`config.mk`:
```
export PLATFORM = sky130hd
export DESIGN_NAME = mem_bus_arbiter
export DESIGN_NICKNAME = d
export VERILOG_FILES = /design/src/rtl/bus_pkg.sv /design/src/rtl/rr_picker.sv /design/src/rtl/mem_bus_arbiter.sv
export SDC_FILE = /design/constraint.sdc
export NUM_CORES = 1
export LEC_CHECK = 0
export ABC_AREA = 0
export BUFFER_PORTS_ARGS = -buffer_cell sky130_fd_sc_hd__buf_2
export CORE_MARGIN = 5
export CORE_UTILIZATION = 50
export DETAILED_ROUTE_END_ITERATION = 8
export HOLD_SLACK_MARGIN = 0.1
export PLACE_DENSITY = 0.82
export SYNTH_ARGS = -nofsm -noshare
export SYNTH_HDL_FRONTEND = slang
export SYNTH_HIERARCHICAL = 1
export SYNTH_SLANG_ARGS = --single-unit
```
`constraint.sdc`:
```
create_clock -name clk -period 5.65 [get_ports clk]
set_input_delay 0.565 -clock clk [delete_from_list [all_inputs] [get_ports clk]]
set_output_delay 0.565 -clock clk [all_outputs]
set_load 0.01 [all_outputs]
```
`src/rtl/bus_pkg.sv`:
```
`default_nettype none
// ============================================================================
// bus_pkg : shared bus state encoding, error data word and address map
// Revision: 1.0
// ============================================================================
package bus_pkg;

    typedef enum logic [1:0] {
        IDLE = 2'd0,
        BUSY = 2'd1,
        RESP = 2'd2
    } bus_state_t;

    localparam logic [31:0] BUS_ERR_DATA = 32'hDEAD_BEEF;

    // Address map shared with the core's load/store decode
    localparam logic [31:0] DMEM_BASE  = 32'h0000_0000;
    localparam logic [31:0] DMEM_SIZE  = 32'h0001_0000;
    localparam logic [31:0] UART_BASE  = 32'h4000_0000;
    localparam logic [31:0] TIMER_BASE = 32'h4000_4000;

endpackage
`default_nettype wire

```
`src/rtl/rr_picker.sv`:
```
`default_nettype none
// ============================================================================
// rr_picker : combinational round-robin selector starting after last_grant
// Revision: 1.0
// ============================================================================
module rr_picker #(
    parameter int NUM_MASTERS = 2
) (
    input  logic [NUM_MASTERS-1:0] req,
    input  logic [2:0]             last_grant,
    output logic                   valid,
    output logic [2:0]             index
);

    logic       w_hi_valid;
    logic [2:0] w_hi_index;
    logic [2:0] w_lo_index;

    // Lowest requester above last_grant wins; otherwise wrap to the lowest overall.
    always_comb begin
        w_hi_valid = 1'b0;
        w_hi_index = 3'd0;
        w_lo_index = 3'd0;
        for (int i = NUM_MASTERS - 1; i >= 0; i--) begin
            if (req[i]) begin
                w_lo_index = 3'(i);
                if (3'(i) > last_grant) begin
                    w_hi_valid = 1'b1;
                    w_hi_index = 3'(i);
                end
            end
        end
        valid = |req;
        index = w_hi_valid ? w_hi_index : w_lo_index;
    end

endmodule
`default_nettype wire

```
`src/rtl/mem_bus_arbiter.sv`:
```
`default_nettype none
// ============================================================================
// mem_bus_arbiter : round-robin arbiter of N masters onto one slave bus
// Revision: 1.0
// ============================================================================
module mem_bus_arbiter
    import bus_pkg::*;
#(
    parameter int NUM_MASTERS = 2,
    parameter int TIMEOUT     = 255
) (
    input  logic                      clk,
    input  logic                      rst,
    input  logic [NUM_MASTERS-1:0]    m_req,
    input  logic [NUM_MASTERS-1:0]    m_we,
    input  logic [32*NUM_MASTERS-1:0] m_addr,
    input  logic [32*NUM_MASTERS-1:0] m_wdata,
    input  logic [4*NUM_MASTERS-1:0]  m_be,
    output logic [NUM_MASTERS-1:0]    m_ack,
    output logic                      m_err,
    output logic [31:0]               m_rdata,
    output logic [2:0]                grant_id,
    output logic                      busy,
    output logic                      s_req,
    output logic                      s_we,
    output logic [31:0]               s_addr,
    output logic [31:0]               s_wdata,
    output logic [3:0]                s_be,
    input  logic                      s_ack,
    input  logic [31:0]               s_rdata
);

    localparam logic [15:0]            c_wd_last    = 16'(TIMEOUT - 1);
    localparam logic [2:0]             c_last_reset = 3'(NUM_MASTERS - 1);
    localparam logic [NUM_MASTERS-1:0] c_ack_one    = NUM_MASTERS'(1);

    bus_state_t             r_state;
    logic [2:0]             r_last_grant;
    logic [2:0]             r_grant_id;
    logic [15:0]            r_wd;
    logic                   r_busy;
    logic                   r_s_req;
    logic                   r_s_we;
    logic [31:0]            r_s_addr;
    logic [31:0]            r_s_wdata;
    logic [3:0]             r_s_be;
    logic [NUM_MASTERS-1:0] r_m_ack;
    logic                   r_m_err;
    logic [31:0]            r_m_rdata;

    logic                   w_pick_valid;
    logic [2:0]             w_pick_index;
    logic                   w_sel_we;
    logic [31:0]            w_sel_addr;
    logic [31:0]            w_sel_wdata;
    logic [3:0]             w_sel_be;

    rr_picker #(
        .NUM_MASTERS (NUM_MASTERS)
    ) u_picker (
        .req        (m_req),
        .last_grant (r_last_grant),
        .valid      (w_pick_valid),
        .index      (w_pick_index)
    );

    always_comb begin
        w_sel_we    = 1'b0;
        w_sel_addr  = 32'd0;
        w_sel_wdata = 32'd0;
        w_sel_be    = 4'd0;
        for (int i = 0; i < NUM_MASTERS; i++) begin
            if (3'(i) == w_pick_index) begin
                w_sel_we    = m_we[i];
                w_sel_addr  = m_addr[32*i +: 32];
                w_sel_wdata = m_wdata[32*i +: 32];
                w_sel_be    = m_be[4*i +: 4];
            end
        end
    end

    always_ff @(posedge clk or posedge rst) begin
        if (rst) begin
            r_state      <= IDLE;
            r_last_grant <= c_last_reset;
            r_grant_id   <= 3'd0;
            r_wd         <= 16'd0;
            r_busy       <= 1'b0;
            r_s_req      <= 1'b0;
            r_s_we       <= 1'b0;
            r_s_addr     <= 32'd0;
            r_s_wdata    <= 32'd0;
            r_s_be       <= 4'd0;
            r_m_ack      <= '0;
            r_m_err      <= 1'b0;
            r_m_rdata    <= 32'd0;
        end else begin
            case (r_state)
                IDLE: begin
                    if (w_pick_valid) begin
                        r_state    <= BUSY;
                        r_grant_id <= w_pick_index;
                        r_wd       <= 16'd0;
                        r_busy     <= 1'b1;
                        r_s_req    <= 1'b1;
                        r_s_we     <= w_sel_we;
                        r_s_addr   <= w_sel_addr;
                        r_s_wdata  <= w_sel_wdata;
                        r_s_be     <= w_sel_be;
                    end
                end
                BUSY: begin
                    // s_ack takes priority over a watchdog expiry in the same cycle
                    if (s_ack || (r_wd == c_wd_last)) begin
                        r_state   <= RESP;
                        r_s_req   <= 1'b0;
                        r_s_we    <= 1'b0;
                        r_s_addr  <= 32'd0;
                        r_s_wdata <= 32'd0;
                        r_s_be    <= 4'd0;
                        r_m_ack   <= c_ack_one << r_grant_id;
                        r_m_err   <= !s_ack;
                        r_m_rdata <= s_ack ? s_rdata : BUS_ERR_DATA;
                    end else begin
                        r_wd <= r_wd + 16'd1;
                    end
                end
                RESP: begin
                    r_state      <= IDLE;
                    r_last_grant <= r_grant_id;
                    r_busy       <= 1'b0;
                    r_m_ack      <= '0;
                    r_m_err      <= 1'b0;
                end
                default: begin
                    r_state <= IDLE;
                    r_busy  <= 1'b0;
                    r_s_req <= 1'b0;
                    r_m_ack <= '0;
                    r_m_err <= 1'b0;
                end
            endcase
        end
    end

    assign m_ack    = r_m_ack;
    assign m_err    = r_m_err;
    assign m_rdata  = r_m_rdata;
    assign grant_id = r_grant_id;
    assign busy     = r_busy;
    assign s_req    = r_s_req;
    assign s_we     = r_s_we;
    assign s_addr   = r_s_addr;
    assign s_wdata  = r_s_wdata;
    assign s_be     = r_s_be;

endmodule
`default_nettype wire

```
; After elaboration in Yosys (flattened, before gate mapping)
; Cells that the tools add are included.
[totals]
regBits = 130
in_bits = 175
[classes]
n_bitwise = 3
mux = 44
n_eq_ne = 7
order_cmp = 2
n_shift = 1
n_addsub = 1
reduce_logical = 14
[op_table]
columns = operator, count
row1 = two-way mux 32 bit, 8
row2 = one-hot mux 32 bit (2 select lines), 2
row3 = two-way mux 16 bit, 2
row4 = one-hot mux 16 bit (2 select lines), 1
row5 = "adder 16 x 1 -> 16 bit, second input constant", 1
row6 = "== test 16 x 8 -> 1 bit, second input constant", 1
row7 = two-way mux 4 bit, 4
row8 = two-way mux 1 bit, 13
row9 = two-way mux 3 bit, 4
row10 = AND reduction 2 bit, 5
row11 = AND reduction 3 bit, 3
row12 = one-hot mux 2 bit (2 select lines), 2
row13 = one-hot mux 4 bit (2 select lines), 1
row14 = "> comparator 1 x 3 -> 1 bit, first input constant", 2
row15 = two-way mux 2 bit, 3
row16 = one-hot mux 1 bit (2 select lines), 3
row17 = "inequality test 2 bit, second input constant", 2
row18 = "== test 1 x 3 -> 1 bit, first input constant", 1
row19 = logical NOT 3 bit, 1
row20 = NOT 1 bit, 3
row21 = one-hot mux 1 bit (3 select lines), 1
row22 = "<< shifter 1 x 3 -> 2 bit, first input constant", 1
row23 = "== test 2 x 1 -> 1 bit, second input constant", 1
row24 = "== test 2 bit, second input constant", 1
row25 = other kinds (6), 6

; Logic depth before layout (Yosys ltp)
[logic_depth]
depth_word = 11
ltp_mapped = 8
mapped_depth_nobuf = 7

; Modules after synthesis
; The synthesis kept the hierarchy.
[by_module_without_submodules]
columns = mod, n_inst, area_per_inst_um2, seq_area_each_um2, cells_per_inst
row1 = mem_bus_arbiter, 1, 5634.2, 3254.4, 473
row2 = rr_picker, 1, 38.8, 0.0, 6

; Worst setup path before layout
; No wires, ideal clock.
[synth_timing]
kind = input -> register
startpoint = input m_req[0]
endpoint = register r_s_be[1] (netlist: s_be[1])
n_path_buf = 2
setup_ns = 0.078
required_ns = 5.572
path_stages = 7
setup_slack_ns = 3.579
t_arrival_ns = 1.992
path_cell_list = o31ai_1 and2_1 nor3_1 clkbuf_1 clkbuf_1 a22oi_1 o2bb2ai_1
[synth_via]
elab_chain_len = 7
elab_cells_between_ends = 13
[synth_lines]
columns = item, line_no
row1 = start: declaration, mem_bus_arbiter.sv:14  ; input logic [NUM_MASTERS-1:0] m_req,
row2 = two-way mux 1 bit / two-way mux 3 bit (equally long branches), rr_picker.sv:25  ; if (req[i]) begin
row3 = two-way mux 3 bit *, rr_picker.sv:34  ; index = w_hi_valid ? w_hi_index : w_lo_index;
row4 = net w_pick_index[0], mem_bus_arbiter.sv:52  ; logic [2:0] w_pick_index;
row5 = logical NOT 3 bit, mem_bus_arbiter.sv:73  ; if (3'(i) == w_pick_index) begin
row6 = two-way mux 4 bit, mem_bus_arbiter.sv:73
row7 = two-way mux 4 bit *, mem_bus_arbiter.sv:73
row8 = two-way mux 4 bit *, mem_bus_arbiter.sv:100  ; if (w_pick_valid) begin
row9 = one-hot mux 4 bit (2 select lines) *, mem_bus_arbiter.sv:98  ; case (r_state)
row10 = end signal: assignment, mem_bus_arbiter.sv:109  ; r_s_be <= w_sel_be;
row11 = end: declaration, mem_bus_arbiter.sv:46  ; logic [3:0] r_s_be;
; Mark *: on every way through the listed nets, which the timed path passes. The rest lies on a longest branch. The select of a mux whose other input is x is not followed.
; A chain may end at the register's enable or synchronous reset.

; Final worst setup path
[layout_timing]
startpoint = register r_wd[0]
endpoint = register r_m_ack[0] (netlist: m_ack[0])
[layout_via]
elab_chain_len = 4
[layout_lines]
columns = item, line_no
row1 = start: declaration, mem_bus_arbiter.sv:40  ; logic [15:0] r_wd;
row2 = start signal: assignment, mem_bus_arbiter.sv:125  ; r_wd <= r_wd + 16'd1;
row3 = == test 16 x 8 -> 1 bit, mem_bus_arbiter.sv:114  ; if (s_ack || (r_wd == c_wd_last)) begin
row4 = logical OR 1 bit, mem_bus_arbiter.sv:114
row5 = inequality test 2 bit (no line), -
row6 = AND reduction 2 bit (no line), -
row7 = end signal: assignment, mem_bus_arbiter.sv:121  ; r_m_ack <= c_ack_one << r_grant_id;
row8 = end: declaration, mem_bus_arbiter.sv:47  ; logic [NUM_MASTERS-1:0] r_m_ack;
; Every way passes these cells.

==> reports/results.ini <==
[sta]
rsz0062_at_grt = false
tightest_slew_ps = 927.3
setup-violations-final = 0
fin_crit_ps = 2644
slew_viol_final = 0
fin_hold_ws_ps = 260.6
fin_crit_sh_pct = 46.80
fin_setup_tns_ps = 0
relSlewSlack_pct = 38.18
finalHoldViolations = 0
fmax_mhz = 378.2
clock-skew-final_ps = 21.47

[critical_path]
criticalPathCategory = flip-flop to flip-flop
critPathSlowestCell = inv_2
crit_chain = inv_1 -> ha_1 -> nor4b_1 -> a41o_1 -> nand2_1 -> inv_2 -> o21ai_0
crit_path_start = r_wd[0]$_DFFE_PP0P_
start_kind = flip-flop
end_kind = flip-flop
crit_arrival_ps = 2920
cp_num_buf_inv = 2
cp.required_ps = 5930
max_stage_delay_ps = 490
critPathMaxFanout = 26
reg2reg_from = r_wd[0]$_DFFE_PP0P_
critPathTopFamily = simple AND/OR/NAND/NOR gates

[power]
peakVddDrop_mv = 0.2420
p_per_area_nw_per_um2 = 413.6
p_leak_nw = 3.797

[clock_network]
cts_buffer_depth = 2
htree_num_levels = 4
ctsHoldBuffers = 0
cts_buffers = 17
clkLatencyLatePin_ps = 420
cts_root_buf = clkbuf_16
postCtsResizedCells = 0
cts_num_sinks = 130
cts_tree = yes
post-cts-setup-buffer-count = 0
path_clk_slew_ps = 60

[outcome]
status = finished clean

[cells_and_area]
drive_gt1_share_pct = 44.50
fin_nets = 919
diodes = 0
syn_to_final_growth_pct = 37.49
postLayoutCoreUtil_pct = 71.02

[grt]
grt_pass1_vias = 5418
grt_usage_pct = 26.71
gr-total-overflow = 0
grt_pass1_wl_um = 27810
grt_max_degree = 76
antenna_found_initial = 0

[hold_path]
holdCritPathClass = input pin to asynchronous set/reset pin

[placement]
io_buffers = 283
place_congestion = 0.9088
dp_hpwl_um = 12890

[yosys]
synth-edff-count = 0
ys_types = 55
async_reset_ff_share_pct = 100.0
syn-cell-area_sq_um = 5673
synth_cells = 479
synth_flop_cell = dfrtp_1
syn_avg_cell_area_sq_um = 11.84
yosys.area.top_type_share_pct = 56.90
synth-seq-cells = 130
synth_area_leaders = dfrtp_1 57%, o2bb2ai_1 11%, a22oi_1 9.1%
ys_seq_area_share_pct = 57.37
yosys.area.top_type = dfrtp_1
yosys_warnings = 6

[detailed_routing]
finalWirelength_um = 18000
final_antenna_net_count = 0
vias = 5330
drt-pass1-iter-count = 5
wl_per_cell_um = 20.11
dr.first_iter.drc_count = 387
drc_errors = 0
viasPerCell = 5.955

[floorplanning]
die_width_um = 116.5
initial_utilization_pct = 51.65
io_pins = 284
core-area_sq_um = 10980
std_cell_rows = 38
dieHeight_um = 116.5
die-area_sq_um = 13580

[flow_run]
max_cap_viol_count = 0

-- cells in the mapped netlist, types with 2 or more instances --
cell,instances
o41ai_1,2
nor2_1,5
o22a_1,24
o311ai_0,4
or3_1,3
a211oi_1,2
nand4b_1,2
or4_1,6
nor3_1,2
or2_2,2
clkbuf_1,35
o211ai_1,7
o21ai_0,6
a22o_1,8
dfrtp_1,129
buf_4,2
mux2_2,3
mux2i_1,2
nand2b_1,5
inv_1,6
o2bb2ai_1,69
a21oi_1,4
buf_1,2
nand2_1,29
a22oi_1,69
and2_1,3
buf_2,5
nand3_1,14
nand4_1,2
ha_1,2
-- report_power, final --
part	switching, mW	internal (mW)	leakage (nW)	total (mW)
clock	0.393	0.827	0.326	1.22
sequential	0.131	1.12	1.69	1.25
combinational	0.437	0.322	1.78	0.759
-- through the flow --
stage               area (sq um)  cells  worst slack, ps  power, mW
finish                      7800    895             3006      3.226
global route                7800    895             2761      3.380
CTS                         7800    895             3014      3.244
detailed placement          7138    863             3013      2.020
global placement            7138    863             3161      1.993
floorplan                   5677    480             1617      1.669
-- registers in the layout, summed over array words and instances (netlist names), 2 cells and up --
name / flops
r_state: 2
s_be: 4
s_wdata: 32
r_last_grant: 3
r_wd: 16
grant_id: 3
m_rdata: 32
m_ack: 2
s_addr: 32
-- kinds of logic after synthesis --
logic type	Yosys count	share of synthesized area, %
compound gates	207	29.47
fa+ha+maj	2	0.4410
buf+inv	52	3.815
flops	130	57.37
mux	5	0.9484
other cells	1	0.06610
simple gates	82	7.896
-- cell usage in the layout (no fill, tap or decap), types with 3 or more instances in the layout --
cell	instances
a21oi_1	4
a22o_1	8
a22oi_1	69
and2_1	3
buf_2	283
buf_4	5
bufinv_16	5
clkbuf_16	17
clkbuf_8	4
clkinv_2	4
dfrtp_1	129
inv_1	5
mux2_2	3
nand2_1	28
nand2b_1	5
nand3_1	14
nor2_1	5
o211ai_1	7
o21ai_0	6
o22a_1	24
o2bb2ai_1	69
o311ai_0	4
or3_1	3
or4_1	6
-- metal layers --
layer / vias to the layer above / part of all wire, % / GRT usage [%]
li1: 2417 / - / -
met1: 2618 / 38 / 31.96
met2: 260 / 52 / 45.39
met3: 35 / 7.7 / 7.202
met4: 0 / 2.7 / 11.60
met5: - / 0 / 0
-- area by class of cell --
class	instances	area, sq um
timing repair buffer	288	1454
inverter	7	28.78
tap	140	175.2
fill	786	3183
sequential	130	3254
multi-input combinational	298	2226
clock inverter	10	177.7
clock buffer	22	484.2
-- worst paths after layout --
kind / depth (start not counted) / end / slack, ps
worst max-delay path: 7 / m_ack[0]$_DFFE_PP0P_ / 3010
worst min-delay path: 2 / m_rdata[11]$_DFFE_PP0P_ / 260
worst max register to register: 7 / m_ack[0]$_DFFE_PP0P_ / 3010
worst min register to register: 1 / s_be[3]$_DFFE_PP0P_ / 480
max in group asynchronous: 3 / r_wd[5]$_DFFE_PP0P_ / 3960
min in group clk: 2 / m_rdata[12]$_DFFE_PP0P_ / 360
(Power assumes the default switching activity.)
